==> src/rtl/flit_assembler.sv <==
`default_nettype none
// ============================================================================
//  Module      : flit_assembler
//  Description : NoC ejection-side reassembly of 4-flit packets per source,
//                queueing completed 68-bit packets in a valid/ready FIFO.
//  Revision    : 1.0 - initial release
// ============================================================================
module flit_assembler #(
    parameter int NODE_ID         = 0,
    parameter int NODE_COUNT      = 8,
    parameter int PACKET_ID_WIDTH = 5,
    parameter int QUEUE_DEPTH     = 8
) (
    input  logic                                                    clk,
    input  logic                                                    rst_n,
    input  logic                                                    ce,
    input  logic [1+2*$clog2(NODE_COUNT)+17+PACKET_ID_WIDTH+2-1:0]  flit_in,
    input  logic                                                    flit_valid,
    output logic [67:0]                                             pkt_out,
    output logic [$clog2(NODE_COUNT)-1:0]                           pkt_src,
    output logic [PACKET_ID_WIDTH-1:0]                              pkt_id,
    output logic                                                    pkt_valid,
    input  logic                                                    pkt_ready,
    output logic                                                    seq_err,
    output logic                                                    ovf_err
);

    localparam int c_nw             = $clog2(NODE_COUNT);
    localparam int c_pw             = PACKET_ID_WIDTH;
    localparam int c_aw             = $clog2(QUEUE_DEPTH);
    localparam int c_ew             = 68 + c_nw + c_pw;
    localparam int c_pid_lo         = 2 + c_nw;
    localparam int c_pay_lo         = c_pid_lo + c_pw;
    localparam int c_dst_lo         = c_pay_lo + 17;
    localparam int c_vb             = c_dst_lo + c_nw;
    localparam int c_unused_node_id = NODE_ID;

    // Flit field extraction: {vbit, dest, payload, pid, src, idx}
    logic [1:0]      w_idx;
    logic [c_nw-1:0] w_src;
    logic [c_pw-1:0] w_pid;
    logic [16:0]     w_pay;
    logic            w_vbit;
    logic            w_unused_dest;

    assign w_idx         = flit_in[1:0];
    assign w_src         = flit_in[c_pid_lo-1:2];
    assign w_pid         = flit_in[c_pay_lo-1:c_pid_lo];
    assign w_pay         = flit_in[c_dst_lo-1:c_pay_lo];
    assign w_vbit        = flit_in[c_vb];
    assign w_unused_dest = ^flit_in[c_vb-1:c_dst_lo];

    // Per-source reassembly slots
    logic [NODE_COUNT-1:0] r_busy;
    logic [1:0]            r_exp [NODE_COUNT];
    logic [c_pw-1:0]       r_pid [NODE_COUNT];
    logic [50:0]           r_acc [NODE_COUNT];

    logic w_accept;
    logic w_slot_busy;
    logic w_match;
    logic w_start;
    logic w_advance;
    logic w_complete;
    logic w_drop;
    logic w_seq;

    assign w_accept    = ce & flit_valid & w_vbit;
    assign w_slot_busy = r_busy[w_src];
    assign w_match     = w_slot_busy && (w_idx == r_exp[w_src]) && (w_pid == r_pid[w_src]);
    assign w_start     = w_accept && (w_idx == 2'd0);
    assign w_advance   = w_accept && (w_idx != 2'd0) && w_match;
    assign w_complete  = w_advance && (w_idx == 2'd3);
    assign w_drop      = w_accept && (w_idx != 2'd0) && !w_match;
    assign w_seq       = (w_start && w_slot_busy) || w_drop;

    always_ff @(posedge clk or negedge rst_n) begin
        if (!rst_n) begin
            r_busy <= '0;
            for (int i = 0; i < NODE_COUNT; i++) begin
                r_exp[i] <= 2'd0;
                r_pid[i] <= '0;
                r_acc[i] <= '0;
            end
        end else if (w_start) begin
            // A new idx0 always restarts the slot, discarding any partial packet
            r_busy[w_src]        <= 1'b1;
            r_exp[w_src]         <= 2'd1;
            r_pid[w_src]         <= w_pid;
            r_acc[w_src][50:34]  <= w_pay;
        end else if (w_advance) begin
            r_exp[w_src] <= w_idx + 2'd1;
            if (w_idx == 2'd1) r_acc[w_src][33:17] <= w_pay;
            if (w_idx == 2'd2) r_acc[w_src][16:0]  <= w_pay;
            if (w_complete)    r_busy[w_src]       <= 1'b0;
        end else if (w_drop) begin
            r_busy[w_src] <= 1'b0;
        end
    end

    // Completed-packet FIFO
    logic [c_ew-1:0] r_mem [QUEUE_DEPTH];
    logic [c_aw-1:0] r_wr;
    logic [c_aw-1:0] r_rd;
    logic [c_aw:0]   r_count;
    logic [c_ew-1:0] r_last;
    logic [c_ew-1:0] w_entry;
    logic [c_ew-1:0] w_head;
    logic            w_nonempty;
    logic            w_full;
    logic            w_pop;
    logic            w_push;
    logic            w_ovf;

    assign w_nonempty = (r_count != '0);
    assign w_full     = (r_count == (c_aw+1)'(QUEUE_DEPTH));
    assign w_pop      = ce & w_nonempty & pkt_ready;
    assign w_push     = w_complete & (~w_full | w_pop);
    assign w_ovf      = w_complete & w_full & ~w_pop;
    assign w_entry    = {r_acc[w_src], w_pay, w_src, w_pid};

    always_ff @(posedge clk) begin
        if (w_push) r_mem[r_wr] <= w_entry;
    end

    always_ff @(posedge clk or negedge rst_n) begin
        if (!rst_n) begin
            r_wr    <= '0;
            r_rd    <= '0;
            r_count <= '0;
            r_last  <= '0;
        end else begin
            if (w_push) r_wr <= r_wr + c_aw'(1);
            if (w_pop) begin
                r_rd   <= r_rd + c_aw'(1);
                r_last <= r_mem[r_rd];
            end
            if (w_push && !w_pop)      r_count <= r_count + (c_aw+1)'(1);
            else if (w_pop && !w_push) r_count <= r_count - (c_aw+1)'(1);
        end
    end

    // Once drained, the outputs keep showing the last popped entry
    assign w_head    = w_nonempty ? r_mem[r_rd] : r_last;
    assign pkt_out   = w_head[c_ew-1:c_nw+c_pw];
    assign pkt_src   = w_head[c_nw+c_pw-1:c_pw];
    assign pkt_id    = w_head[c_pw-1:0];
    assign pkt_valid = w_nonempty;

    logic r_seq_err;
    logic r_ovf_err;

    always_ff @(posedge clk or negedge rst_n) begin
        if (!rst_n) begin
            r_seq_err <= 1'b0;
            r_ovf_err <= 1'b0;
        end else begin
            r_seq_err <= w_seq;
            r_ovf_err <= w_ovf;
        end
    end

    assign seq_err = r_seq_err;
    assign ovf_err = r_ovf_err;

endmodule
`default_nettype wire

==> config.mk <==
export PLATFORM = sky130hd
export DESIGN_NAME = flit_assembler
export DESIGN_NICKNAME = d
export VERILOG_FILES = /design/src/rtl/flit_assembler.sv
export SDC_FILE = /design/constraint.sdc
export NUM_CORES = 2
export LEC_CHECK = 0
export CORE_MARGIN = 2
export CORE_UTILIZATION = 60
export CTS_CLUSTER_SIZE = 40
export DETAILED_ROUTE_END_ITERATION = 10
export PLACE_DENSITY = 0.83
export SYNTH_ARGS = -nofsm -noshare
export SYNTH_HDL_FRONTEND = slang
export SYNTH_SLANG_ARGS = --single-unit
==> constraint.sdc <==
create_clock -name clk -period 11.25 [get_ports clk]
set_input_delay 2.25 -clock clk [delete_from_list [all_inputs] [get_ports clk]]
set_output_delay 2.25 -clock clk [all_outputs]
set_load 0.03 [all_outputs]
# Yosys cells after proc, flatten, opt, wreduce, memory -nomap -nowiden
# Memory sizes are Yosys's and may differ from the RTL's.
# Cells that the tools add are included.
[totals] out_inout_bits=79 input_bits=36 register_bits=560 mem_count=1 ram_bits=608
[memory_table] memory="r_mem" words=8 width=76 read_ports=1 rd_clocked_by_memory_dff=0 write_ports=1 line="102" rtl="logic [c_ew-1:0] r_mem [QUEUE_DEPTH];"
[op_classes] muxes=45 n_addsub=5 n_bitwise=17 eq_ne=7 reduce_logical=23 order_cmp=4
[op_table] cell="two-way mux 408 bit" n=6
[op_table] cell="bitwise mux 408 bit" n=3
[op_table] cell="demux 51 bit (select 3 bit)" n=3
[op_table] cell="binary-select mux 51 bit (select 3 bit)" n=1
[op_table] cell="two-way mux 51 bit" n=3
[op_table] cell="two-way mux 76 bit" n=1
[op_table] cell="bitwise mux 40 bit" n=1
[op_table] cell="two-way mux 34 bit" n=1
[op_table] cell="two-way mux 16 bit" n=2
[op_table] cell="two-way mux 8 bit" n=4
[op_table] cell="two-way mux 17 bit" n=1
[op_table] cell="AND 8 bit" n=2
[op_table] cell="bitwise mux 16 bit" n=1
[op_table] cell="NOT 8 bit" n=2
[op_table] cell="OR 8 bit" n=2
[op_table] cell="binary-select mux 5 bit (select 3 bit)" n=1
[op_table] cell="demux 5 bit (select 3 bit)" n=1
[op_table] cell="two-way mux 5 bit" n=3
[op_table] cell="logical AND 1 bit" n=12
[op_table] cell="two-way mux 4 bit" n=2
[op_table] cell="AND 1 bit" n=7
[op_table] cell="adder 3 x 1 -> 3 bit (second input constant)" n=2
[op_table] cell="binary-select mux 2 bit (select 3 bit)" n=1
[op_table] cell="demux 2 bit (select 3 bit)" n=1
[op_table] cell="27 further kinds" n=38

# Logic depth before layout (Yosys ltp)
[depth] ltp_word=14 mapped_depth=19 depth_no_buf=15

# Worst setup path after synthesis
# Ideal clock, no wire load.
[synth_path] path_kind="input port to flip-flop" start="input port flit_in[2]" end="memory r_mem[1][0] (netlist name) (enable)" n_path_buf=3 t_arrival_ps=11268 setup_slack_ps=-716 cell_stages=10 setup_ps=698 cell_sequence="buf_6 buf_12 mux4_2 mux2i_1 xor2_1 o2111a_2 and2_1 nand3_1 buf_2 nor4_1"
[synth_between] elab_chain_len=12 elab_cells_between_ends=18 classes_between="2 x eq/ne; 10 x mux; 2 x bitwise; 4 x reduce/logical"
[synth_rtl] item="start: declaration" line="17" rtl="input logic [1+2*$clog2(NODE_COUNT)+17+PACKET_ID_WIDTH+2-1:0] flit_in,"
[synth_rtl] item="NOT 3 -> 4 bit (implied by the code)" line="70" rtl="assign w_match = w_slot_busy && (w_idx == r_exp[w_src]) && (w_pid == r_pid[w_src]);"
[synth_rtl] item="binary-select mux 2 bit (select 3 bit)" line="70"
[synth_rtl] item="two-way mux 2 bit (implied by the code) (2 in a row)" line="70"
[synth_rtl] item="equality test 2 bit" line="70"
[synth_rtl] item="logical AND 1 bit" line="70"
[synth_rtl] item="logical AND 1 bit *" line="70"
[synth_rtl] item="logical AND 1 bit *" line="72" rtl="assign w_advance = w_accept && (w_idx != 2'd0) && w_match;"
[synth_rtl] item="logical AND 1 bit *" line="73" rtl="assign w_complete = w_advance && (w_idx == 2'd3);"
[synth_rtl] item="AND 1 bit *" line="118" rtl="assign w_push = w_complete & (~w_full | w_pop);"
[synth_rtl] item="two-way mux 1 bit *" line="123" rtl="if (w_push) r_mem[r_wr] <= w_entry;"
[synth_rtl] item="two-way mux 1 bit (implied by the code) *" line="123"
[synth_rtl] item="end: declaration" line="102"
# Mark *: on every way between the ends. The rest lies on a longest branch, timed or not. The select of a mux whose other input is x is not followed.

# Final worst setup path
[layout_path] start="input port flit_in[2]" end="register r_acc[225] (netlist name)"
[layout_between] elab_chain_len=13 elab_cells_between_ends=31 classes_between="2 x order compare; 2 x eq/ne; 21 x mux; 1 x bitwise; 5 x reduce/logical"
[layout_rtl] item="NOT 3 -> 4 bit (implied by the code)"
[layout_rtl] item="greater-or-equal comparator 4 bit (implied by the code) / less-than comparator 4 x 1 -> 1 bit (equally long branches)" line="93" rtl="if (w_idx == 2'd1) r_acc[w_src][33:17] <= w_pay;"
[layout_rtl] item="logical AND 1 bit (implied by the code)" line="93"
[layout_rtl] item="two-way mux 34 bit (implied by the code)" line="93"
[layout_rtl] item="demux 51 bit (select 3 bit)" line="93"
[layout_rtl] item="bitwise mux 408 bit" line="93"
[layout_rtl] item="two-way mux 408 bit" line="93"
[layout_rtl] item="two-way mux 408 bit" line="91" rtl="end else if (w_advance) begin"
[layout_rtl] item="two-way mux 408 bit" line="85" rtl="end else if (w_start) begin"
[layout_rtl] item="bitwise mux 408 bit" line="94" rtl="if (w_idx == 2'd2) r_acc[w_src][16:0] <= w_pay;"
[layout_rtl] item="two-way mux 408 bit" line="94"
[layout_rtl] item="two-way mux 408 bit" line="91"
[layout_rtl] item="two-way mux 408 bit" line="85"
[layout_rtl] item="end signal: indexed assignment" line="90" rtl="r_acc[w_src][50:34] <= w_pay;"
[layout_rtl] item="end signal: indexed assignment" line="93"
[layout_rtl] item="end signal: indexed assignment" line="94"
[layout_rtl] item="end: declaration" line="57" rtl="logic [50:0] r_acc [NODE_COUNT];"
# Parallel ways exist; a longest one is shown, timed or not. The select of a mux whose other input is x is not followed.
# A chain may end at the register's enable or synchronous reset.

==> flow_summary_export.csv <==
group,metric,value,unit
outcome,status,"completed",
drt,vias,30800,
synth,synth_ff_type,"edfxtp_1",
worst_setup_path,path_class,"input pin to flop",
power_and_ir_drop,leakage,20.8,nW
grt,grt_pass1_vias,31900,
clocking,ctsResizeCount,0,
placed_design,dp_hpwl,65.8,mm
worst_setup_path,r2r_end,"r_mem[4][28]",
synth,syn_area,47600,um2
placed_design,dp_slack,3930,ps
grt,antenna_found_initial,2,
timing,final-hold-violation-count,0,
synth,syn_area_per_cell,14.8,um2
timing,slew_viol_final,0,
timing,worst_pin_slew,1370,ps
grt,globalRouteOverflowTotal,0,
drt,drc,0,
floorplanning,initial_core_util,0.605,
clocking,post_cts_buffers,0,
floorplanning,die_area,81600,um2
worst_hold_path,min_from,"r_last[54]",
clocking,clock_latency,690,ps
placed_design,gp_congestion,0.842,
cells_and_area,fin_nets,3285,
timing,hold_ws,485,ps
floorplanning,core_area,78700,um2
timing,period_minus_slack,6790,ps
floorplanning,die_w,286,um
synth,synth.yosys.seq_area_share,0.678,
grt,grt_pass1_wl,190,mm
drt,finalWirelength,126,mm
grt,grt_usage,0.307,
synth,ys_seq_elements,1168,
cells_and_area,multi_input_comb_area,14400,um2
timing,slew_headroom,0.0891,
cells_and_area,area_growth,11.9,%
timing,max_freq,0.147,GHz
cells_and_area,final_cell_mix,"edfxtp_1 (608), o21ai_0 (560), dfrtp_1 (557)",
drt,drtIter0Drc,4939,
power_and_ir_drop,total_power,11.3,mW
worst_setup_path,arrival,7350,ps
cells_and_area,n_fill_cell,4729,
synth,synth.net_count,3268,
drt,postRouteAntennaNets,0,
worst_hold_path,hp-class,"flop to flop",
synth,synth_edf_count,608,
floorplanning,io_pins,115,
clocking,htreeDepth,3,
cells_and_area,drive_above_1_share,0.186,
flow_run,maxCapViolCount,0,
timing,skew,33.5,ps
clocking,cts_sinks,1168,
worst_hold_path,hold-path-endpoint,"r_last[54]",
clocking,root_buffer,"clkbuf_16",
floorplanning,die_h,286,um
worst_setup_path,reg2reg_depth,9,
worst_hold_path,hold_path_depth,2,
grt,grt_max_degree,186,
synth,ys_async_sr_fraction,0.479,
worst_setup_path,crit_path_end_kind,"flop",
worst_setup_path,path_max_fanout,161,
power_and_ir_drop,peakVddDrop,0.151,mV
synth,yosysWarnings,0,
cells_and_area,mostFrequentLayoutCell,"edfxtp_1",
placed_design,io_buffers,111,
drt,dr.pass1.iters,7,
drt,avgRoutedWirePerCell,28.7,um
worst_setup_path,worst_setup_path_start_kind,"input pin",
floorplanning,num_rows,103,
timing,finalSetupViolCount,0,
synth,yosysUniqueCellTypes,52,
worst_setup_path,required,11810,ps
timing,setup_slack,4460,ps
clocking,ctsLongestPathBuffers,3,
clocking,cts_tree,"built",
timing,fin_crit_sh,0.604,
power_and_ir_drop,power_density,213,nW/um2
cells_and_area,regArea,32300,um2
clocking,path_clk_slew,60,ps
clocking,cts_buffers,107,
synth,synthCells,3220,
clocking,cts_hold_buf,0,
worst_setup_path,worstReg2RegStart,"r_pid[11]",
worst_setup_path,rrSetupSlack,6730,ps
drt,routed_via_density,7.03,
timing,rsz0062_at_grt,"no",
sequential cells by signal, summed over array words and instances (netlist names), 3 cells and up, named ones only:
| register | count |
|---|---|
| r_rd | 3 |
| r_pid | 40 |
| r_wr | 3 |
| r_mem | 608 |
| r_exp | 16 |
| r_last | 76 |
| r_count | 4 |
| r_acc | 408 |
cells in the mapped netlist (6+ instances only):
cell type	count	area [um2]
a22oi_1	136	1020
nor3_1	10	50.1
inv_1	16	60.1
xnor2_1	9	78.8
clkbuf_2	9	45.0
a21oi_1	99	495
o21ai_0	560	2800
a222oi_1	10	100
o22ai_1	10	62.6
nor2_1	96	360
nor4_1	6	37.5
ha_1	11	138
nand3_4	12	210
buf_1	48	180
mux4_2	160	3600
dfrtp_1	560	14000
a221oi_1	19	166
edfxtp_1	608	18300
buf_6	9	101
mux2i_1	109	1090
o21ai_1	80	400
a22o_1	8	70.1
buf_2	15	75.1
nand4_1	23	144
nand3_1	36	180
nand2_1	160	601
mux2_2	189	2130
clkbuf_1	161	604
logic make-up after synthesis:
group                      synth area share
adders and majority gates           0.00331
and+or+nand+nor                      0.0362
DFF                                   0.678
muxes                                 0.146
xor gates and xnor gates            0.00239
AOI/OAI and AO/OA                     0.111
buffers and inverters                0.0235
power by group:
part	leakage, nW	total, mW	internal, mW	switching (mW)
clock	1.83	3.80	2.20	1.60
sequential	13.6	4.92	4.71	0.213
combinational	5.33	2.62	1.10	1.52
routing by layer:
metal | track usage | share of wire | vias up
met1 | 0.398 | 0.36 | 15700
met2 | 0.498 | 0.49 | 2259
li1 | - | - | 12300
met4 | 0.140 | 0.046 | 2
met5 | 0.00174 | 0.00011 | -
met3 | 0.0722 | 0.11 | 476
how the worst max path moves through the flow:
stage	from	depth (start not counted)	endpoint	slack, ps
2_1_floorplan	flit_in[2]	10	r_mem[1][0]	-720
3_3_place_gp	flit_in[2]	11	r_mem[4][28]	4070
3_5_place_dp	flit_in[2]	11	r_mem[4][36]	3930
4_1_cts	flit_in[2]	11	r_mem[4][28]	4570
5_1_grt	flit_in[2]	11	r_mem[4][28]	4290
6_report	flit_in[2]	11	r_acc[225]	4460
critical path, stage by stage:
cell	delay, ps
buf_4	570
buf_4	640
mux2_2	410
a2bb2oi_1	150
and3_1	240
o2111a_2	300
a21oi_4	140
buf_4	740
buf_4	1170
o21ai_0	330
o21ai_0	220
metrics by stage:
step / std cells / instance area (um2) / setup TNS, ps / utilization
CTS: 4380 / 53200 / 0 / 0.676
global route: 4381 / 53300 / 0 / 0.676
detailed placement: 4178 / 49600 / 0 / 0.629
floorplan: 3220 / 47600 / -326340 / -
global placement: 4178 / 49600 / 0 / 0.629
finish: 4382 / 53300 / 0 / 0.676
cell type report:
class,instances,area share
tap,1050,0.0247
sequential,1168,0.606
clock buffer,150,0.0589
multi-input combinational,1790,0.270
antenna,2,0.0000940
inverter,16,0.00117
timing repair buffer,154,0.0289
clock inverter,52,0.0106
Power figures use the tool's default switching activity.
